$ cat src/rtl/fm_pkg.sv
// Shared types and helpers for the FM demodulator datapath.
// Latency: n/a (declarations only).
// Backpressure: n/a.
package fm_pkg;

  localparam int CARRIER_PINC_WIDTH = 32;
  localparam int SIGNAL_PHASE_WIDTH = 16;
  localparam int LOG2_DECIM_MAX     = 8;

  typedef enum logic [1:0] {
    IDLE  = 2'd0,
    PRIME = 2'd1,
    RUN   = 2'd2
  } fm_state_e;

  typedef logic signed [SIGNAL_PHASE_WIDTH-1:0] phase_t;

  // Phase difference a - b taken modulo 2^N; the signed result wraps at +/-pi,
  // so a step across the +pi/-pi seam comes out as the short way round.
  function automatic phase_t phase_sub(input phase_t a, input phase_t b);
    return a - b;
  endfunction

endpackage

$ cat src/rtl/fm_accumulate_dump.sv
// Block averager: sums 2^L frequency samples, emits the arithmetic-shifted mean.
// Latency: result registered on the edge that accepts the last sample of a block.
// Backpressure: result held until m_rdy_i; caller must not feed a block-ending sample while full.
module fm_accumulate_dump #(
  parameter int SIGNAL_PHASE_WIDTH = 16,
  parameter int LOG2_DECIM_MAX     = 8,
  parameter int M_AXIS_TDATA_WIDTH = 32,
  localparam int LW = $clog2(LOG2_DECIM_MAX + 1)
) (
  input  logic                                 clk_i,
  input  logic                                 rst_ni,
  input  logic                                 clear_i,
  input  logic                                 sample_vld_i,
  input  logic signed [SIGNAL_PHASE_WIDTH-1:0] sample_i,
  input  logic [LW-1:0]                        log2_dec_i,
  input  logic                                 m_rdy_i,
  output logic                                 m_vld_o,
  output logic [M_AXIS_TDATA_WIDTH-1:0]        m_dat_o
);

  // Accumulator is wide enough for 2^LOG2_DECIM_MAX full-scale samples.
  localparam int AW = SIGNAL_PHASE_WIDTH + LOG2_DECIM_MAX;
  localparam int CW = LOG2_DECIM_MAX + 1;
  localparam int MW = M_AXIS_TDATA_WIDTH;

  logic signed [AW-1:0] acc_q, acc_d, acc_sum, avg;
  logic [CW-1:0]        count_q, count_d, last_idx;
  logic [LW-1:0]        len_q, len_d, len_sat, len_cur;
  logic                 m_vld_q, m_vld_d, blk_end;
  logic [MW-1:0]        m_dat_q, m_dat_d;

  // Block length: saturate the request, and only adopt it at the first sample of a block.
  always_comb begin
    len_sat  = (log2_dec_i > LW'(LOG2_DECIM_MAX)) ? LW'(LOG2_DECIM_MAX) : log2_dec_i;
    len_cur  = (count_q == '0) ? len_sat : len_q;
    last_idx = (CW'(1) << len_cur) - CW'(1);
    acc_sum  = acc_q + AW'(sample_i);
    avg      = acc_sum >>> len_cur;
    blk_end  = sample_vld_i && (count_q == last_idx);
  end

  // Next-state for counter, accumulator and the output register.
  always_comb begin
    acc_d   = acc_q;
    count_d = count_q;
    len_d   = len_q;
    m_vld_d = m_vld_q;
    m_dat_d = m_dat_q;
    if (clear_i) begin
      acc_d   = '0;
      count_d = '0;
      m_vld_d = 1'b0;
    end else begin
      if (m_rdy_i) m_vld_d = 1'b0;
      if (sample_vld_i) begin
        if (count_q == '0) len_d = len_sat;
        if (blk_end) begin
          acc_d   = '0;
          count_d = '0;
          m_vld_d = 1'b1;
          m_dat_d = MW'(avg);
        end else begin
          acc_d   = acc_sum;
          count_d = count_q + CW'(1);
        end
      end
    end
  end

  // State registers.
  always_ff @(posedge clk_i or negedge rst_ni) begin
    if (!rst_ni) begin
      acc_q   <= '0;
      count_q <= '0;
      len_q   <= '0;
      m_vld_q <= 1'b0;
      m_dat_q <= '0;
    end else begin
      acc_q   <= acc_d;
      count_q <= count_d;
      len_q   <= len_d;
      m_vld_q <= m_vld_d;
      m_dat_q <= m_dat_d;
    end
  end

  assign m_vld_o = m_vld_q;
  assign m_dat_o = m_dat_q;

endmodule

$ cat src/rtl/fm_demodulator.sv
// FM demodulator: phase differentiator, carrier removal, block averaging to AXIS.
// Latency: one cycle from the last sample handshake of a block to M_AXIS_tvalid.
// Backpressure: S_AXIS_tready drops while a result waits for M_AXIS_tready.
module fm_demodulator #(
  parameter int CARRIER_PINC_WIDTH = fm_pkg::CARRIER_PINC_WIDTH,
  parameter int SIGNAL_PHASE_WIDTH = fm_pkg::SIGNAL_PHASE_WIDTH,
  parameter int S_AXIS_TDATA_WIDTH = 16,
  parameter int M_AXIS_TDATA_WIDTH = 32,
  parameter int LOG2_DECIM_MAX     = fm_pkg::LOG2_DECIM_MAX
) (
  input  logic                                     aclk,
  input  logic                                     aresetn,
  input  logic                                     fm_enable,
  input  logic [CARRIER_PINC_WIDTH-1:0]            phase_carrier,
  input  logic [$clog2(LOG2_DECIM_MAX+1)-1:0]      log2_decimation,
  input  logic                                     S_AXIS_tvalid,
  input  logic [S_AXIS_TDATA_WIDTH-1:0]            S_AXIS_tdata,
  output logic                                     S_AXIS_tready,
  input  logic                                     M_AXIS_tready,
  output logic                                     M_AXIS_tvalid,
  output logic [M_AXIS_TDATA_WIDTH-1:0]            M_AXIS_tdata
);

  import fm_pkg::*;

  logic      rst_meta_q, rst_n_q;
  fm_state_e state_q, state_d;
  phase_t    prev_phase_q, prev_phase_d;
  phase_t    x, carrier_phase, delta, freq;
  logic      s_rdy, s_fire, m_vld;
  logic      load_prev, run_vld, blk_clear;
  logic [M_AXIS_TDATA_WIDTH-1:0] m_dat;

  // Only the top phase-width bits of the carrier increment are meaningful here.
  generate
    if (CARRIER_PINC_WIDTH > SIGNAL_PHASE_WIDTH) begin : g_carrier_lsbs
      logic unused_carrier_lsbs;
      assign unused_carrier_lsbs = ^phase_carrier[CARRIER_PINC_WIDTH-SIGNAL_PHASE_WIDTH-1:0];
    end
  endgenerate

  // Reset asserts asynchronously but releases on an aclk edge.
  always_ff @(posedge aclk or negedge aresetn) begin
    if (!aresetn) begin
      rst_meta_q <= 1'b0;
      rst_n_q    <= 1'b0;
    end else begin
      rst_meta_q <= 1'b1;
      rst_n_q    <= rst_meta_q;
    end
  end

  assign x             = phase_t'(S_AXIS_tdata[SIGNAL_PHASE_WIDTH-1:0]);
  assign carrier_phase = phase_t'(phase_carrier[CARRIER_PINC_WIDTH-1 -: SIGNAL_PHASE_WIDTH]);
  assign delta         = phase_sub(x, prev_phase_q);
  assign freq          = phase_sub(delta, carrier_phase);
  // While disabled the input is drained unconditionally.
  assign s_rdy         = fm_enable ? (!m_vld || M_AXIS_tready) : 1'b1;
  assign s_fire        = S_AXIS_tvalid && s_rdy;

  // FSM state register and prev_phase.
  always_ff @(posedge aclk or negedge rst_n_q) begin
    if (!rst_n_q) begin
      state_q      <= IDLE;
      prev_phase_q <= '0;
    end else begin
      state_q      <= state_d;
      prev_phase_q <= prev_phase_d;
    end
  end

  // FSM next state: disable forces IDLE from anywhere.
  always_comb begin
    state_d = state_q;
    if (!fm_enable) begin
      state_d = IDLE;
    end else begin
      case (state_q)
        IDLE:    state_d = PRIME;
        PRIME:   if (s_fire) state_d = RUN;
        RUN:     state_d = RUN;
        default: state_d = IDLE;
      endcase
    end
  end

  // FSM outputs: PRIME only seeds prev_phase, RUN feeds the averager.
  always_comb begin
    load_prev = 1'b0;
    run_vld   = 1'b0;
    blk_clear = 1'b0;
    if (!fm_enable) begin
      blk_clear = 1'b1;
    end else begin
      case (state_q)
        PRIME: load_prev = s_fire;
        RUN: begin
          load_prev = s_fire;
          run_vld   = s_fire;
        end
        default: blk_clear = 1'b1;
      endcase
    end
    prev_phase_d = load_prev ? x : prev_phase_q;
  end

  fm_accumulate_dump #(
    .SIGNAL_PHASE_WIDTH (SIGNAL_PHASE_WIDTH),
    .LOG2_DECIM_MAX     (LOG2_DECIM_MAX),
    .M_AXIS_TDATA_WIDTH (M_AXIS_TDATA_WIDTH)
  ) u_acc_dump (
    .clk_i        (aclk),
    .rst_ni       (rst_n_q),
    .clear_i      (blk_clear),
    .sample_vld_i (run_vld),
    .sample_i     (freq),
    .log2_dec_i   (log2_decimation),
    .m_rdy_i      (M_AXIS_tready),
    .m_vld_o      (m_vld),
    .m_dat_o      (m_dat)
  );

  assign S_AXIS_tready = s_rdy;
  assign M_AXIS_tvalid = m_vld;
  assign M_AXIS_tdata  = m_dat;

endmodule

$ cat config.mk
export PLATFORM = sky130hd
export DESIGN_NAME = fm_demodulator
export DESIGN_NICKNAME = d
export VERILOG_FILES = /design/src/rtl/fm_pkg.sv /design/src/rtl/fm_accumulate_dump.sv /design/src/rtl/fm_demodulator.sv
export SDC_FILE = /design/constraint.sdc
export NUM_CORES = 1
export LEC_CHECK = 0
export CORE_ASPECT_RATIO = 0.6
export CORE_MARGIN = 2
export CORE_UTILIZATION = 45
export DETAILED_ROUTE_END_ITERATION = 8
export MAX_ROUTING_LAYER = met4
export PLACE_DENSITY = 0.66
export SLEW_MARGIN = 20
export SYNTH_ARGS = -nofsm -noshare
export SYNTH_HDL_FRONTEND = slang
export SYNTH_SLANG_ARGS = --single-unit
$ cat constraint.sdc
create_clock -name aclk -period 3 [get_ports aclk]
set_input_delay 0.45 -clock aclk [delete_from_list [all_inputs] [get_ports aclk]]
set_output_delay 0.45 -clock aclk [all_outputs]
set_load 0.01 [all_outputs]
* Yosys cells after proc, flatten, opt, wreduce, memory -nomap -nowiden
Cells that the tools add are included.
Widths: inputs -> output; s select.
** Word-level totals
- Bits in registers :: 82
- Input port bits :: 57
- Output and inout bits :: 34
- Logic and storage cells :: 54
** Cells by class
- $add $sub $neg :: 5
- Magnitude comparators :: 1
- Equal/unequal tests :: 4
- Shift-type cells :: 2
- Mux-type cells :: 22
- Bitwise logic cells :: 1
- Reduce and logical (&&, ||, !) cells :: 10
** Operator list (count)
- $mux 24 :: 3
- $sub 16x16->16 :: 2
- $mux 9 :: 3
- $add 24x16->24 :: 1
- $sshr 24x4->24 :: 1
- $mux 1 :: 11
- $add 9x1->9 const B :: 1
- $eq 9x9->1 :: 1
- $logic_not 9->1 :: 1
- $shl 1x4->9 const A :: 1
- $sub 9x2->9 const B :: 1
- $mux 4 :: 2
- $pmux 2 s3 :: 1
- $gt 4x4->1 const B :: 1
- $mux 2 :: 2
- $ne 3x3->1 const B :: 1
- $reduce_and 3->1 :: 1
- $eq 2x1->1 const B :: 1
- $eq 2x2->1 const B :: 1
- $logic_and 1x1->1 :: 2
- $logic_not 2->1 :: 1
- $reduce_and 2->1 :: 1
- $reduce_bool 2->1 :: 1
- $reduce_or 2->1 :: 1
- other kinds (3) :: 3

* Longest topological paths before layout
- Depth after elaboration :: 10
- Mapped depth :: 26
- Mapped depth without buffers :: 25

* Hierarchy
Synthesis repeated with hierarchy kept, for this count alone.
** Second synthesis, totals
- Cell total of the unflattened synthesis :: 895
- Area total of the unflattened synthesis :: 7579.8 sq um
** Modules (own cells, without submodules)
- fm_accumulate_dump :: instances 1, cells an instance 696, area each 5621.6 sq um, sequential area each 1551.5 sq um
- fm_demodulator :: instances 1, cells an instance 199, area each 1958.1 sq um, sequential area each 500.5 sq um

* Least setup slack after synthesis
OpenSTA, ideal clock, no wires.
- Path kind :: input -> register
- Start :: in phase_carrier[18]
- End :: reg u_acc_dump.m_dat_q[10] (netlist: u_acc_dump.m_dat_o[10])
- Setup time :: 0.118 ns
- Arrival :: 5.192 ns
- Data required time :: 2.882 ns
- Path slack :: -2.310 ns
- Cell stages on the path :: 23
- Buffers on the path :: 0
- Cell sequence :: inv_1 > fa_1 > ha_1 > nor2b_1 > o21ai_0 > a21boi_0 > o21ai_0 > nand2b_1 > a21oi_1 > o22ai_1 > o41ai_1 > nand4b_1 > o211ai_1 > ha_1 > nand2_1 > o211ai_1 > a2111oi_0 > a21boi_0 > nor2_1 > xnor2_1 > a211oi_1 > o311a_1 > a21o_1
** Between the ends
- Longest elaborated chain between the ends :: 3
** Ends and longest elaborated chain
- start: declaration :: RTL line fm_demodulator.sv:14 : input logic [CARRIER_PINC_WIDTH-1:0] phase_carrier,
- $sub 16x16->16 :: RTL line fm_pkg.sv:21 : return a - b;
- $add 24x16->24 :: RTL line fm_accumulate_dump.sv:37 : acc_sum = acc_q + AW'(sample_i);
- $sshr 24x4->24 :: RTL line fm_accumulate_dump.sv:38 : avg = acc_sum >>> len_cur;
- end signal: assignment :: RTL line fm_accumulate_dump.sv:83 : m_dat_q <= m_dat_d;
- end: declaration :: RTL line fm_accumulate_dump.sv:30 : logic [MW-1:0] m_dat_q, m_dat_d;
Every way passes these cells.
A chain may end at the register's enable or synchronous reset.

* Worst setup path after layout
- Start :: reg prev_phase_q[2]
- End :: reg u_acc_dump.m_dat_q[17] (netlist: u_acc_dump.m_dat_o[17])
** Between the ends
- Longest elaborated chain between the ends :: 4
** Ends and longest elaborated chain
- start: declaration :: RTL line fm_demodulator.sv:28 : phase_t prev_phase_q, prev_phase_d;
- start signal: assignment :: RTL line fm_demodulator.sv:68 : prev_phase_q <= prev_phase_d;
- $sub 16x16->16 (2 in a row) :: RTL line fm_pkg.sv:21
- $add 24x16->24 :: RTL line fm_accumulate_dump.sv:37
- $sshr 24x4->24 :: RTL line fm_accumulate_dump.sv:38
Every way passes these cells.

==> impl_metrics.csv <==
group,metric,value,unit
sta,hold_viol,0,
sta,tightest_slew,0.705,ns
critical_path,worstSetupPathType,"reg -> reg",
grt,antenna_found_initial,0,
routing,via_per_inst,5.69,
layout,final_cell_mix,"buf_4, nand2_1, dfrtp_1, clkdlybuf4s50_1, nor2_1",
layout,area_delta_synth_final,58.4,%
critical_path,cp_slowest_cell,"fa_1",
grt,grtUsageTotal,30.6,%
floorplanning,die_w,173,microns
synth,synthFlopType,"dfrtp_1",
placement,gp_congestion,0.957,
synth,syn_nets,1067,
clocking,cts_made_buffers,9,
min_path,holdCritPathClass,"in -> async",
critical_path,end_kind,"flop",
routing,wl,27200,microns
clocking,cts_root_buf,"clkbuf_16",
clocking,max-clock-path-buffers,2,
synth,syn-cell-area,7710,sq um
clocking,path_clk_slew,0.06,ns
layout,drive_above_1_share,40.0,%
sta,final.min_clock_period,5.20,ns
synth,async_reset_ff_share,100,%
grt,gr-total-overflow,0,
routing,wl_met1,13500,microns
routing,ant_nets,0,
layout,fin_nets,1395,
floorplanning,core,16900,sq um
synth,syn_area_per_cell,8.15,sq um
clocking,cts_max_level,3,
layout,insertedDiodeCount,0,
synth,ys_ff_latch,82,
critical_path,r2r_slack,-2.20,ns
layout,final_common_cell,"buf_4",
floorplanning,design.die.area,18200,sq um
critical_path,crit_arrival,5.41,ns
status,status,"finished, violations left",
sta,rsz0062_at_grt,"true",
placement,dp_hpwl,19600,microns
sta,skew,0.00683,ns
routing,wl_met2,11500,microns
sta,setup_violations,58,
synth,yosys.cell_types.count,80,
routing,highest_layer,"met4",
sta,max_freq,192,MHz
critical_path,worstSetupStartpoint,"prev_phase_q[2]",
synth,ys_seq_area_share,26.6,%
synth,synth_top_area_share,26.6,%
sta,worst_slack,-2.20,ns
synth,yosysTopAreaCell,"dfrtp_1",
synth,synth_top_cells_by_area,"dfrtp_1, ha_1, nand2_1",
flow_run,maxCapViolations,0,
routing,wl_per_cell,18.0,microns
sta,slew_headroom,53.0,%
synth,synth_cells,946,
grt,grt_pass1_vias,8259,
routing,vias,8602,
critical_path,crit_fanout,5,
routing,met3_length,1940,microns
synth,synth_edf_count,0,
placement,place.port_buffers,74,
clocking,clock_latency,0.35,ns
routing,route.detailed.drc,0,
critical_path,slowest_delay,0.53,ns
floorplanning,fp.dieH,105,microns
status,violations,"negative setup slack",
floorplanning,initial_core_util,45.5,%
critical_path,setup.worst_path.start_class,"flop",
clocking,clkSinkCount,82,
clocking,cts_tree,"done",
floorplanning,pin_count,91,
sta,report.final.slew_viol_count,0,
critical_path,crit_required,3.21,ns
grt,grt_pass1_wl,43300,microns
floorplanning,rows,37,
grt,grt_max_degree,47,
placement,place_ws,-3.04,ns
routing,drt_iter0_markers,720,
critical_path,r2r_cells,25,
synth,synth_warnings,0,
critical_path,r2r_end,"u_acc_dump.m_dat_o[17]",
sta,fin_crit_sh,173,%
critical_path,rr_startpoint,"prev_phase_q[2]",
routing,drt_first_pass_iters,5,
==> layer usage <==
layer	GRT usage [%]	up-vias
met5	-	-
met4	5.57	0
met3	5.09	38
met2	44.0	308
met1	45.4	4165
li1	-	4091
==> sequential cells by signal (all words and copies together) (netlist names) <==
register,flops
u_acc_dump.acc_q,24
u_acc_dump.m_dat_o,24
rst_meta_q,1
prev_phase_q,16
u_acc_dump.m_vld_o,1
rst_n_q,1
u_acc_dump.count_q,9
state_q,2
u_acc_dump.len_q,4
==> cell families after synthesis <==
| family | Yosys count | synth area share, % |
|---|---|---|
| flops | 82 | 26.6 |
| other cells | 1 | 0.0486 |
| fa+ha+maj | 64 | 11.9 |
| mux | 37 | 5.21 |
| compound gates | 299 | 25.4 |
| simple gates | 302 | 19.0 |
| buf+inv | 118 | 6.78 |
| xor+xnor | 43 | 5.06 |
==> timing repair <==
action / CTS / global route
hold buffers: 0 / 0
setup buffers: 31 / 18
resized for setup: 127 / 81
pin swaps: 79 / 56
cloned: 1 / 0
endpoints found under the setup margin: 58 / 58
==> per-stage QoR <==
| stage | TNS, ns | instances | hold slack [ns] | utilization [%] | area (sq um) |
|---|---|---|---|---|---|
| floorplan | -85.10 | 946 | 0.154 | - | 7980 |
| global placement | -119.10 | 1453 | 0.334 | 62.9 | 10700 |
| detailed placement | -121.03 | 1453 | 0.338 | 62.9 | 10700 |
| CTS | -89.04 | 1498 | 0.252 | 69.1 | 11700 |
| global route | -103.09 | 1513 | 0.260 | 72.1 | 12200 |
| finish | -92.63 | 1513 | 0.255 | 72.1 | 12200 |
==> layout make-up <==
class / count / area, sq um
Timing Repair Buffer: 378 / 3180
Multi-Input combinational cell: 746 / 6170
Tap cell: 234 / 293
Inverter: 57 / 214
Clock inverter: 5 / 53.8
Fill cell: 1306 / 4730
Sequential cell: 82 / 2060
Clock buffer: 11 / 243
==> synth_stat cells (all sizes together), types with 3 or more instances <==
library cell and instances:
a2111oi 5, a211oi 20, a21boi 4, a21o 9, a21oi 65, a221oi 6
a22o 12, a22oi 3, a31o 4, a31oi 17, and2 4, and3 10
buf 24, clkbuf 37, dfrtp 82, fa 16, ha 48, inv 57
mux2 5, mux2i 30, nand2 116, nand2b 12, nand3 28, nand4 10
nor2 69, nor2b 10, nor3 18, nor4 4, nor4b 3, o211ai 15
o21a 11, o21ai 86, o221ai 8, o22ai 4, o31ai 3, o41ai 3
or2 4, or4 6, xnor2 25, xor2 17
==> worst max-delay path: cells and delay by family (launching register included) <==
| kind | cells | cell delay [ns] |
|---|---|---|
| AO/OA/AOI/OAI | 14 | 2.28 |
| XOR/XNOR | 1 | 0.31 |
| adder cells (fa/ha/maj) | 3 | 1.13 |
| buffers and inverters | 3 | 0.40 |
| flip-flops | 1 | 0.34 |
| AND/OR/NAND/NOR | 4 | 0.61 |
==> worst max-delay path by stage <==
stage / to / slack, ns / depth (start not counted)
after detailed placement: u_acc_dump.m_dat_o[10] / -3.04 / 26
after floorplan: u_acc_dump.m_dat_o[10] / -1.74 / 22
after global routing: u_acc_dump.m_dat_o[17] / -2.38 / 25
final: u_acc_dump.m_dat_o[17] / -2.20 / 25
after CTS: u_acc_dump.m_dat_o[6] / -2.09 / 25
after global placement: u_acc_dump.m_dat_o[14] / -3.00 / 27
Power is not shown: default switching activity piles up to over one toggle a cycle in this logic, so the estimate is an artifact.
==> RTL edit (config.mk and constraints unchanged) <==
`M_AXIS_TDATA_WIDTH` is set to 32 in 2 places; all go to 24.
--- a/src/rtl/fm_accumulate_dump.sv
+++ b/src/rtl/fm_accumulate_dump.sv
@@ -5,5 +5,5 @@
   parameter int SIGNAL_PHASE_WIDTH = 16,
   parameter int LOG2_DECIM_MAX     = 8,
-  parameter int M_AXIS_TDATA_WIDTH = 32,
+  parameter int M_AXIS_TDATA_WIDTH = 24,
   localparam int LW = $clog2(LOG2_DECIM_MAX + 1)
 ) (
--- a/src/rtl/fm_demodulator.sv
+++ b/src/rtl/fm_demodulator.sv
@@ -6,5 +6,5 @@
   parameter int SIGNAL_PHASE_WIDTH = fm_pkg::SIGNAL_PHASE_WIDTH,
   parameter int S_AXIS_TDATA_WIDTH = 16,
-  parameter int M_AXIS_TDATA_WIDTH = 32,
+  parameter int M_AXIS_TDATA_WIDTH = 24,
   parameter int LOG2_DECIM_MAX     = fm_pkg::LOG2_DECIM_MAX
 ) (
Ports: changed (resized M_AXIS_tdata); port bits go from 91 to 83. No check against the original RTL was run, so the function may have changed too.
==> RTL edit against the unedited design <==
  * The flow still finishes with violations (setup timing)
  * Routed wire length up 0.35%
  * Cell area down 0.31%
  * Critical path depth unchanged
  * Sequential cell count unchanged
  * Worst setup slack worse by 0.059 ns
  * Area after synthesis down 0.78%
  * Clock skew up 0.0039 ns
  * Critical endpoint unchanged
  * Highest routed layer unchanged
Power is left out: the tool's default activity adds up to more than one toggle a clock period on the data nets, which glitch-free logic cannot reach.
==> RTL edit: results (changes against the unedited design) <==
Synth area leaders -> dfrtp_1, ha_1, nand2_1, o21ai_0, a21oi_1
Grt met3 use -> 6.36% (+1.3 points)
Final nets -> 1392 (-0.22%)
Hold WS -> 0.176 ns (-0.0792 ns)
Clock-cell share -> 2.58% (+0.15 points)
FF-to-FF setup slack -> -2.24 ns (-0.04 ns)
Buffer share of cell area -> 26.4% (+0.31 points)
DP HPWL -> 18700 µm (-4.5%)
Crit path from -> phase_carrier[17]
Port Buffers -> 66 (-11%)
Routability cong. -> 0.943 (-1.5%)
Final WS setup -> -2.26 ns (-0.0588 ns)
Failing checks -> setup timing
Seq/total area -> 16.9% (+0.052 points)
Final Setup Violations -> 58 (unchanged)
Setup slack at placement -> -2.97 ns (+0.0713 ns)
Setup TNS -> -96.83 ns (-4.20 ns)
Result of the run -> finished with violations
First-pass GRT wire length -> 42600 µm (-1.7%)
Mux cell area share after synthesis -> 5.25% (+0.041 points)
Synth Area per Inst -> 8.16 µm² (about the same)
Final Non-Filler Cells -> 1504 (-0.59%)
GRT Util Overall -> 30.7% (+0.078 points)
Met2 Wirelength -> 11600 µm (+0.70%)
Met3 wire length -> 2190 µm (+13%)
Area after DPL -> 10500 µm² (-1.2%)
Via density -> 5.74 (+0.89%)
Worst min path class -> flop to asynchronous set/reset pin
Share of cells above drive strength 1 -> 39.3% (-0.69 points)
Max_slew headroom -> 62.3% (+9.4 points)
Detailed Route WL -> 27300 µm (+0.35%)
Vias in the first global route -> 8294 (+0.42%)
Crit path max fanout -> 3 (-2)
Worst R2R Start -> prev_phase_q[0]$_DFFE_PN0P_
[RTL edit: cell types whose count changed in the layout (fill, tap and decap cells not counted), sizes merged]
cell and delta:
inv +1, dlymetal6s2s +1, buf +4, dlygate4sd2 -3, clkdlybuf4s15 -1, clkdlybuf4s50 -5
clkbuf +1, clkinvlp +3, clkinv -4
[RTL edit: critical path, cell delays in order]
cell and delay, ns:
clkdlybuf4s50_1 0.45, ha_4 0.30, inv_1 0.04, ha_1 0.32, o21a_1 0.12, o21a_1 0.18
o21ai_1 0.14, nand2_1 0.08, a21o_1 0.20, a31oi_2 0.22, a21oi_2 0.10, xnor2_1 0.15
ha_1 0.36, buf_6 0.13, nand2_2 0.05, o211ai_1 0.25, nand4_1 0.30, o21a_1 0.24
buf_6 0.13, nor4_4 0.34, or4_4 0.24, nand2_2 0.05, a221o_1 0.33, a31oi_2 0.18
a31oi_1 0.12
